$ cat src/rtl/tft_fill_engine_if.sv
// tft_fill_engine_if
// Bundles every signal of the fill engine except clk/rst.
//   Command side : cmd_valid/cmd_ready handshake, rectangle corners, mode,
//                  two RGB565 colours, cmd_err reject pulse, done pulse.
//   Panel side   : init_done/drv_busy status, win_set_stb/stream_start strobes,
//                  latched window win_*, pixel stream pix_data/pix_valid/pix_ready.
// The engine connects through modport slave; the driver of commands and the
// model of the downstream panel (e.g. a testbench) use modport master.
interface tft_fill_engine_if;
    logic        cmd_valid;
    logic        cmd_ready;
    logic [15:0] cmd_x0;
    logic [15:0] cmd_y0;
    logic [15:0] cmd_x1;
    logic [15:0] cmd_y1;
    logic [1:0]  cmd_mode;
    logic [15:0] cmd_color_a;
    logic [15:0] cmd_color_b;
    logic        cmd_err;
    logic        done;
    logic        init_done;
    logic        drv_busy;
    logic        win_set_stb;
    logic        stream_start;
    logic [15:0] win_x0;
    logic [15:0] win_y0;
    logic [15:0] win_x1;
    logic [15:0] win_y1;
    logic [15:0] pix_data;
    logic        pix_valid;
    logic        pix_ready;

    modport slave (
        input  cmd_valid, cmd_x0, cmd_y0, cmd_x1, cmd_y1, cmd_mode,
               cmd_color_a, cmd_color_b, init_done, drv_busy, pix_ready,
        output cmd_ready, cmd_err, done, win_set_stb, stream_start,
               win_x0, win_y0, win_x1, win_y1, pix_data, pix_valid
    );

    modport master (
        output cmd_valid, cmd_x0, cmd_y0, cmd_x1, cmd_y1, cmd_mode,
               cmd_color_a, cmd_color_b, init_done, drv_busy, pix_ready,
        input  cmd_ready, cmd_err, done, win_set_stb, stream_start,
               win_x0, win_y0, win_x1, win_y1, pix_data, pix_valid
    );
endinterface

$ cat src/rtl/tft_fill_engine.sv
// tft_fill_engine
// Accepts a rectangle fill command, clamps it to the panel, programs the
// panel window, starts a memory-write stream and emits one RGB565 pixel per
// accepted transfer in raster order (solid, checkerboard or vertical bars).
// Ports:
//   clk  - single clock, rising edge
//   rst  - asynchronous active-high reset
//   bus  - tft_fill_engine_if.slave (command handshake, panel strobes,
//          window and pixel stream)
module tft_fill_engine #(
    parameter int X_RES    = 240,
    parameter int Y_RES    = 320,
    parameter int CHK_LOG2 = 3
) (
    input  logic              clk,
    input  logic              rst,
    tft_fill_engine_if.slave  bus
);
    localparam logic [15:0] X_MAX = 16'(X_RES - 1);
    localparam logic [15:0] Y_MAX = 16'(Y_RES - 1);

    typedef enum logic [2:0] {
        S_IDLE, S_CHECK, S_WIN, S_WIN_WAIT, S_MEMWR, S_MEM_WAIT, S_STREAM, S_DRAIN
    } state_t;

    state_t      state_q, state_d;
    logic [15:0] x0_q, x0_d, y0_q, y0_d, x1_q, x1_d, y1_q, y1_d;
    logic [1:0]  mode_q, mode_d;
    logic [15:0] color_a_q, color_a_d, color_b_q, color_b_d;
    logic [15:0] col_q, col_d, row_q, row_d;
    logic [15:0] pix_data_q, pix_data_d;
    logic        pix_valid_q, pix_valid_d;
    logic        cmd_err_q, cmd_err_d;
    logic        done_q, done_d;
    // Shared one-bit wait counter for WIN_WAIT, MEM_WAIT and DRAIN.
    logic        wait_q, wait_d;

    logic [15:0] x1_clamp, y1_clamp, next_col, next_row, pix_col, pix_row;
    logic [15:0] cx, cy, color;
    logic        last_col, last_row, xfer, tile_x, tile_y, bad_cmd;

    assign bus.cmd_ready    = (state_q == S_IDLE) && bus.init_done && !rst;
    assign bus.cmd_err      = cmd_err_q;
    assign bus.done         = done_q;
    assign bus.win_set_stb  = (state_q == S_WIN);
    assign bus.stream_start = (state_q == S_MEMWR);
    assign bus.win_x0       = x0_q;
    assign bus.win_y0       = y0_q;
    assign bus.win_x1       = x1_q;
    assign bus.win_y1       = y1_q;
    assign bus.pix_data     = pix_data_q;
    assign bus.pix_valid    = pix_valid_q;

    // State and datapath registers; everything returns to zero/IDLE at once on reset.
    always_ff @(posedge clk or posedge rst) begin
        if (rst) begin
            state_q     <= S_IDLE;
            x0_q        <= '0;
            y0_q        <= '0;
            x1_q        <= '0;
            y1_q        <= '0;
            mode_q      <= '0;
            color_a_q   <= '0;
            color_b_q   <= '0;
            col_q       <= '0;
            row_q       <= '0;
            pix_data_q  <= '0;
            pix_valid_q <= 1'b0;
            cmd_err_q   <= 1'b0;
            done_q      <= 1'b0;
            wait_q      <= 1'b0;
        end else begin
            state_q     <= state_d;
            x0_q        <= x0_d;
            y0_q        <= y0_d;
            x1_q        <= x1_d;
            y1_q        <= y1_d;
            mode_q      <= mode_d;
            color_a_q   <= color_a_d;
            color_b_q   <= color_b_d;
            col_q       <= col_d;
            row_q       <= row_d;
            pix_data_q  <= pix_data_d;
            pix_valid_q <= pix_valid_d;
            cmd_err_q   <= cmd_err_d;
            done_q      <= done_d;
            wait_q      <= wait_d;
        end
    end

    // Next-state, raster walk and pixel colour. The colour is computed for
    // the coordinate that will be on the bus next cycle: the window origin
    // when entering STREAM, otherwise the successor of the current pixel.
    always_comb begin
        state_d     = state_q;
        x0_d        = x0_q;
        y0_d        = y0_q;
        x1_d        = x1_q;
        y1_d        = y1_q;
        mode_d      = mode_q;
        color_a_d   = color_a_q;
        color_b_d   = color_b_q;
        col_d       = col_q;
        row_d       = row_q;
        pix_data_d  = pix_data_q;
        pix_valid_d = pix_valid_q;
        cmd_err_d   = 1'b0;
        done_d      = 1'b0;
        wait_d      = wait_q;

        x1_clamp = (x1_q > X_MAX) ? X_MAX : x1_q;
        y1_clamp = (y1_q > Y_MAX) ? Y_MAX : y1_q;
        bad_cmd  = (x0_q > x1_clamp) || (y0_q > y1_clamp) || (mode_q == 2'd3);

        last_col = (col_q == x1_q);
        last_row = (row_q == y1_q);
        xfer     = pix_valid_q && bus.pix_ready;
        next_col = last_col ? x0_q : col_q + 16'd1;
        next_row = last_col ? row_q + 16'd1 : row_q;

        pix_col = (state_q == S_STREAM) ? next_col : col_q;
        pix_row = (state_q == S_STREAM) ? next_row : row_q;
        cx      = pix_col - x0_q;
        cy      = pix_row - y0_q;
        tile_x  = ((cx >> CHK_LOG2) & 16'd1) != 16'd0;
        tile_y  = ((cy >> CHK_LOG2) & 16'd1) != 16'd0;
        case (mode_q)
            2'd1:    color = (tile_x ^ tile_y) ? color_b_q : color_a_q;
            2'd2:    color = tile_x ? color_b_q : color_a_q;
            default: color = color_a_q;
        endcase

        case (state_q)
            S_IDLE: begin
                if (bus.cmd_valid && bus.cmd_ready) begin
                    x0_d      = bus.cmd_x0;
                    y0_d      = bus.cmd_y0;
                    x1_d      = bus.cmd_x1;
                    y1_d      = bus.cmd_y1;
                    mode_d    = bus.cmd_mode;
                    color_a_d = bus.cmd_color_a;
                    color_b_d = bus.cmd_color_b;
                    state_d   = S_CHECK;
                end
            end
            S_CHECK: begin
                x1_d  = x1_clamp;
                y1_d  = y1_clamp;
                col_d = x0_q;
                row_d = y0_q;
                if (bad_cmd) begin
                    cmd_err_d = 1'b1;
                    state_d   = S_IDLE;
                end else begin
                    state_d = S_WIN;
                end
            end
            S_WIN: begin
                wait_d  = 1'b0;
                state_d = S_WIN_WAIT;
            end
            // First cycle after the strobe ignores drv_busy so the driver has time to raise it.
            S_WIN_WAIT: begin
                if (!wait_q) begin
                    wait_d = 1'b1;
                end else if (!bus.drv_busy) begin
                    state_d = S_MEMWR;
                end
            end
            S_MEMWR: begin
                wait_d  = 1'b0;
                state_d = S_MEM_WAIT;
            end
            S_MEM_WAIT: begin
                if (!wait_q) begin
                    wait_d = 1'b1;
                end else begin
                    pix_valid_d = 1'b1;
                    pix_data_d  = color;
                    state_d     = S_STREAM;
                end
            end
            S_STREAM: begin
                if (xfer) begin
                    if (last_col && last_row) begin
                        pix_valid_d = 1'b0;
                        wait_d      = 1'b0;
                        state_d     = S_DRAIN;
                    end else begin
                        col_d      = next_col;
                        row_d      = next_row;
                        pix_data_d = color;
                    end
                end
            end
            S_DRAIN: begin
                if (bus.drv_busy) begin
                    wait_d = 1'b0;
                end else if (wait_q) begin
                    done_d  = 1'b1;
                    state_d = S_IDLE;
                end else begin
                    wait_d = 1'b1;
                end
            end
            default: state_d = S_IDLE;
        endcase
    end
endmodule

$ cat src/flat_wrapper.sv
// flat-port wrapper written by rule: the top's interface ports become plain ports
module tft_fill_engine_flat 
#(
    parameter int X_RES    = 240,
    parameter int Y_RES    = 320,
    parameter int CHK_LOG2 = 3
)
  (clk, rst, bus_cmd_valid, bus_cmd_x0, bus_cmd_y0, bus_cmd_x1, bus_cmd_y1, bus_cmd_mode, bus_cmd_color_a, bus_cmd_color_b, bus_init_done, bus_drv_busy, bus_pix_ready, bus_cmd_ready, bus_cmd_err, bus_done, bus_win_set_stb, bus_stream_start, bus_win_x0, bus_win_y0, bus_win_x1, bus_win_y1, bus_pix_data, bus_pix_valid);
  tft_fill_engine_if bus_i ();
  input  logic clk;
  input  logic rst;
  input wire logic [$bits(bus_i.cmd_valid)-1:0] bus_cmd_valid;
  input wire logic [$bits(bus_i.cmd_x0)-1:0] bus_cmd_x0;
  input wire logic [$bits(bus_i.cmd_y0)-1:0] bus_cmd_y0;
  input wire logic [$bits(bus_i.cmd_x1)-1:0] bus_cmd_x1;
  input wire logic [$bits(bus_i.cmd_y1)-1:0] bus_cmd_y1;
  input wire logic [$bits(bus_i.cmd_mode)-1:0] bus_cmd_mode;
  input wire logic [$bits(bus_i.cmd_color_a)-1:0] bus_cmd_color_a;
  input wire logic [$bits(bus_i.cmd_color_b)-1:0] bus_cmd_color_b;
  input wire logic [$bits(bus_i.init_done)-1:0] bus_init_done;
  input wire logic [$bits(bus_i.drv_busy)-1:0] bus_drv_busy;
  input wire logic [$bits(bus_i.pix_ready)-1:0] bus_pix_ready;
  output wire logic [$bits(bus_i.cmd_ready)-1:0] bus_cmd_ready;
  output wire logic [$bits(bus_i.cmd_err)-1:0] bus_cmd_err;
  output wire logic [$bits(bus_i.done)-1:0] bus_done;
  output wire logic [$bits(bus_i.win_set_stb)-1:0] bus_win_set_stb;
  output wire logic [$bits(bus_i.stream_start)-1:0] bus_stream_start;
  output wire logic [$bits(bus_i.win_x0)-1:0] bus_win_x0;
  output wire logic [$bits(bus_i.win_y0)-1:0] bus_win_y0;
  output wire logic [$bits(bus_i.win_x1)-1:0] bus_win_x1;
  output wire logic [$bits(bus_i.win_y1)-1:0] bus_win_y1;
  output wire logic [$bits(bus_i.pix_data)-1:0] bus_pix_data;
  output wire logic [$bits(bus_i.pix_valid)-1:0] bus_pix_valid;
  assign bus_i.cmd_valid = bus_cmd_valid;
  assign bus_i.cmd_x0 = bus_cmd_x0;
  assign bus_i.cmd_y0 = bus_cmd_y0;
  assign bus_i.cmd_x1 = bus_cmd_x1;
  assign bus_i.cmd_y1 = bus_cmd_y1;
  assign bus_i.cmd_mode = bus_cmd_mode;
  assign bus_i.cmd_color_a = bus_cmd_color_a;
  assign bus_i.cmd_color_b = bus_cmd_color_b;
  assign bus_i.init_done = bus_init_done;
  assign bus_i.drv_busy = bus_drv_busy;
  assign bus_i.pix_ready = bus_pix_ready;
  assign bus_cmd_ready = bus_i.cmd_ready;
  assign bus_cmd_err = bus_i.cmd_err;
  assign bus_done = bus_i.done;
  assign bus_win_set_stb = bus_i.win_set_stb;
  assign bus_stream_start = bus_i.stream_start;
  assign bus_win_x0 = bus_i.win_x0;
  assign bus_win_y0 = bus_i.win_y0;
  assign bus_win_x1 = bus_i.win_x1;
  assign bus_win_y1 = bus_i.win_y1;
  assign bus_pix_data = bus_i.pix_data;
  assign bus_pix_valid = bus_i.pix_valid;
  tft_fill_engine #(.X_RES(X_RES), .Y_RES(Y_RES), .CHK_LOG2(CHK_LOG2)) u_core (.clk(clk), .rst(rst), .bus(bus_i));
endmodule
$ cat config.mk
export PLATFORM = sky130hd
export DESIGN_NAME = tft_fill_engine_flat
export DESIGN_NICKNAME = d
export VERILOG_FILES = /design/src/rtl/tft_fill_engine_if.sv /design/src/rtl/tft_fill_engine.sv /design/src/flat_wrapper.sv
export SDC_FILE = /design/constraint.sdc
export NUM_CORES = 1
export LEC_CHECK = 0
export ABC_AREA = 0
export CAP_MARGIN = 20
export CORE_MARGIN = 4
export CORE_UTILIZATION = 45
export CTS_BUF_LIST = sky130_fd_sc_hd__clkbuf_4 sky130_fd_sc_hd__clkbuf_8
export CTS_CLUSTER_DIAMETER = 150
export CTS_CLUSTER_SIZE = 24
export DETAILED_ROUTE_END_ITERATION = 10
export PLACE_DENSITY_LB_ADDON = 0.05
export SLEW_MARGIN = 25
export SYNTH_ARGS = -nofsm -noshare
export SYNTH_HDL_FRONTEND = slang
export SYNTH_SLANG_ARGS = --single-unit
$ cat constraint.sdc
create_clock -name clk -period 9.8 [get_ports clk]
set_input_delay 2.94 -clock clk [delete_from_list [all_inputs] [get_ports clk]]
set_output_delay 2.94 -clock clk [all_outputs]
set_load 0.01 [all_outputs]
==> run summary <==
outcome -> finished clean
cts bufs inserted -> 17
Post-Synthesis Cells -> 1054
Final Max Slew Viols -> 0
worst reg2reg endpoint -> u_core.bus.pix_data[9]$_DFFE_PP0P_
hold wc startpoint -> u_core.color_a_q[10]$_DFFE_PP0P_
hold buffers post-CTS -> 0
Setup crit end kind -> output port
cts repair resizes -> 0
post-synthesis sequential area ratio -> 43.7%
total setup buffers inserted after CTS -> 0
CP startpoint kind -> input pin
1st-iter DRT viols -> 551
Arr. time, crit path -> 4.66 ns
setup repair after global routing missed its margin -> no
Syn. warnings -> 0
hold path depth -> 2
total gr overflow -> 0
CTS clk-pin slew, worst paths -> 0.08 ns
Final Hold Vio Count -> 0
Required @ worst endpoint -> 6.86 ns
clock network fraction of design power -> 15.3%
FFs w/ async S/R, synth -> 100%
gr usage total -> 23.5%
initial antenna violation count -> 0
switching power -> 1640 uW
post-synth cell types -> 60
main flop type after synthesis -> dfrtp_1
Die Span Y -> 148 um
commonest non-fill, non-tap cells in the layout -> nand2_1, clkdlybuf4s50_1, dfrtp_1
H-Tree Depth -> 4
met3 Track Usage GR -> 4.97%
WHS Endpoint -> u_core.color_a_q[10]$_DFFE_PP0P_
Pwr Density -> 329 nW/um2
Root Buffer -> clkbuf_8
CTS tree -> done
GRT Max-Usage Layer -> met2
total I/O pin count -> 190
synthesized area -> 8760 um2
setup TNS -> 0 ns
Final Critical Period -> 7.60 ns
Setup violations, final -> 0
Routability Congestion -> 0.888
most common cell after layout, fill and taps aside -> nand2_1
Port Buffers -> 189
core area -> 19000 um2
Net count, final -> 1376
global routing met2 resource utilization -> 37.4%
Clock Skews -> 0.0133 ns
Critical R2R Launch -> u_core.col_q[8]$_DFFE_PP0P_
remaining antenna violation count -> 0
routed vias -> 8145
vias in the first global route -> 7759
Gate power share -> 51.5%
diodes inserted -> 0
global-route wire length before repair -> 41.2 mm
Die W -> 148 um
Placed Cells -> 1472
R2R depth -> 13
final WL -> 25.7 mm
Residual DRC -> 0
clk sinks -> 153
FMAX -> 132 MHz
met1 Usage GRT -> 33.1%
vias per cell -> 5.42
non-filler cells, final -> 1502
largest net degree at the start of global routing -> 63
crit path max fanout -> 48
worst skew pair latency -> 0.46 ns
1st-pass router iterations -> 5
Starting Density -> 46.2%
sw frac -> 43.8%
Int Pwr -> 2110 uW
period utilization -> 77.6%
worst reg-to-reg setup slack -> 5.05 ns
leak pwr -> 0.00517 uW
HP Class -> reg2reg
deepest clock path buffer count -> 2
WL per Instance -> 17.1 um
Seq cells post-synth -> 153
FP Rows -> 50
WS Path Type -> in2out
DP HPWL -> 18.5 mm
share of layout cells above drive strength 1 -> 5.48%
Post-synth EDFFs -> 0
DIE AREA -> 21800 um2
Rel. slew slack -> 41.9%
worst slew pin tran -> 0.870 ns
sequential cell fraction of total power -> 33.2%
# Max-Cap Violations -> 0
Synth Area per Inst -> 8.31 um2
maximum vdd ir drop -> 0.139 mV
synthesis-to-layout area growth -> 29.9%
## power groups by stage
stage	clock (uW)	sequential, uW	combinational [uW]
5_1_grt	607	1290	2150
2_1_floorplan	0	1190	1260
3_3_place_gp	0	1250	1880
6_report	572	1240	1930
4_1_cts	582	1240	1940
3_5_place_dp	0	1250	1930
## through the flow
stage	setup WS (ns)	util, %	total power [uW]	hold WS [ns]	cell area [um2]
6_report	2.20	60.1	3750	0.484	11400
4_1_cts	2.15	60.1	3760	0.487	11400
5_1_grt	2.11	60.1	4040	0.525	11400
3_3_place_gp	2.17	57.4	3130	0.463	10900
2_1_floorplan	0.118	-	2450	0.446	8810
3_5_place_dp	2.16	57.6	3170	0.463	10900
## sequential cells by signal (all words and copies together) (netlist names)
register	cells
u_core.bus.win_y1	16
u_core.mode_q	2
u_core.color_a_q	16
u_core.bus.pix_data	16
u_core.wait_q	1
u_core.bus.cmd_err	1
u_core.bus.win_y0	16
u_core.bus.win_x0	16
u_core.col_q	16
u_core.bus.pix_valid	1
u_core.state_q	3
u_core.row_q	16
u_core.color_b_q	16
u_core.bus.win_x1	16
u_core.bus.done	1
## logic make-up after synthesis
kind of cell / count (synthesis) / synth area share (%)
XOR/XNOR: 38 / 3.88
multiplexers: 1 / 0.157
buffers and inverters: 77 / 3.51
adder cells (fa/ha/maj): 41 / 5.86
AND/OR/NAND/NOR: 510 / 25.6
AO/OA/AOI/OAI: 233 / 17.2
other: 1 / 0.0428
flip-flops: 153 / 43.7
## layout make-up
type	count	area [um2]
clock inverters	7	164
well taps	260	325
inverters	23	91.3
clock buffers	23	304
flip-flops and latches	153	3830
repair buffers	198	1980
fillers	1741	7570
multi-input cells	838	4690
## layer usage
metal | vias to the layer above | wire (um)
met5 | - | 0
met4 | 0 | 350
met3 | 24 | 1540
met2 | 257 | 11900
met1 | 3852 | 11900
li1 | 4012 | -
## synth_stat cells, drive strengths merged, types with 2 or more instances
library cell	instances	area, um2
o22ai	11	68.8
nor2	54	203
and2	6	37.5
inv	23	86.3
dfrtp	153	3830
a22o	5	43.8
o221a	10	113
buf	12	63.8
o31ai	12	90.1
nand3	48	240
a22oi	5	37.5
a21oi	65	325
nand4b	2	17.5
and3	15	95.1
a211oi	9	67.6
nor4	11	68.8
a311o	10	108
nor3	11	55.1
xor2	17	149
or2	4	25.0
ha	41	513
clkbuf	42	158
xnor2	21	191
nand4	20	125
o31a	3	27.5
nor3b	7	52.6
nand2b	2	12.5
nor2b	15	93.8
o21ai	61	305
o211ai	5	42.5
nand2	306	1150
a21o	9	67.6
a31oi	12	75.1
or3	2	12.5
and4	3	27.5
o21a	8	60.1
## how the worst max path moves through the flow
| stage | from | to | cells past startpoint |
|---|---|---|---|
| global placement | rst | bus_cmd_ready | 4 |
| detailed placement | rst | bus_cmd_ready | 4 |
| CTS | rst | bus_cmd_ready | 4 |
| floorplan | rst | bus_cmd_ready | 2 |
| finish | rst | bus_cmd_ready | 4 |
| global route | rst | bus_cmd_ready | 4 |
## critical path: stages
cell             delay (ns)
clkdlybuf4s50_1        0.47
inv_6                  0.36
and4_1                 0.32
clkdlybuf4s50_1        0.56
Power figures use the tool's default switching activity.
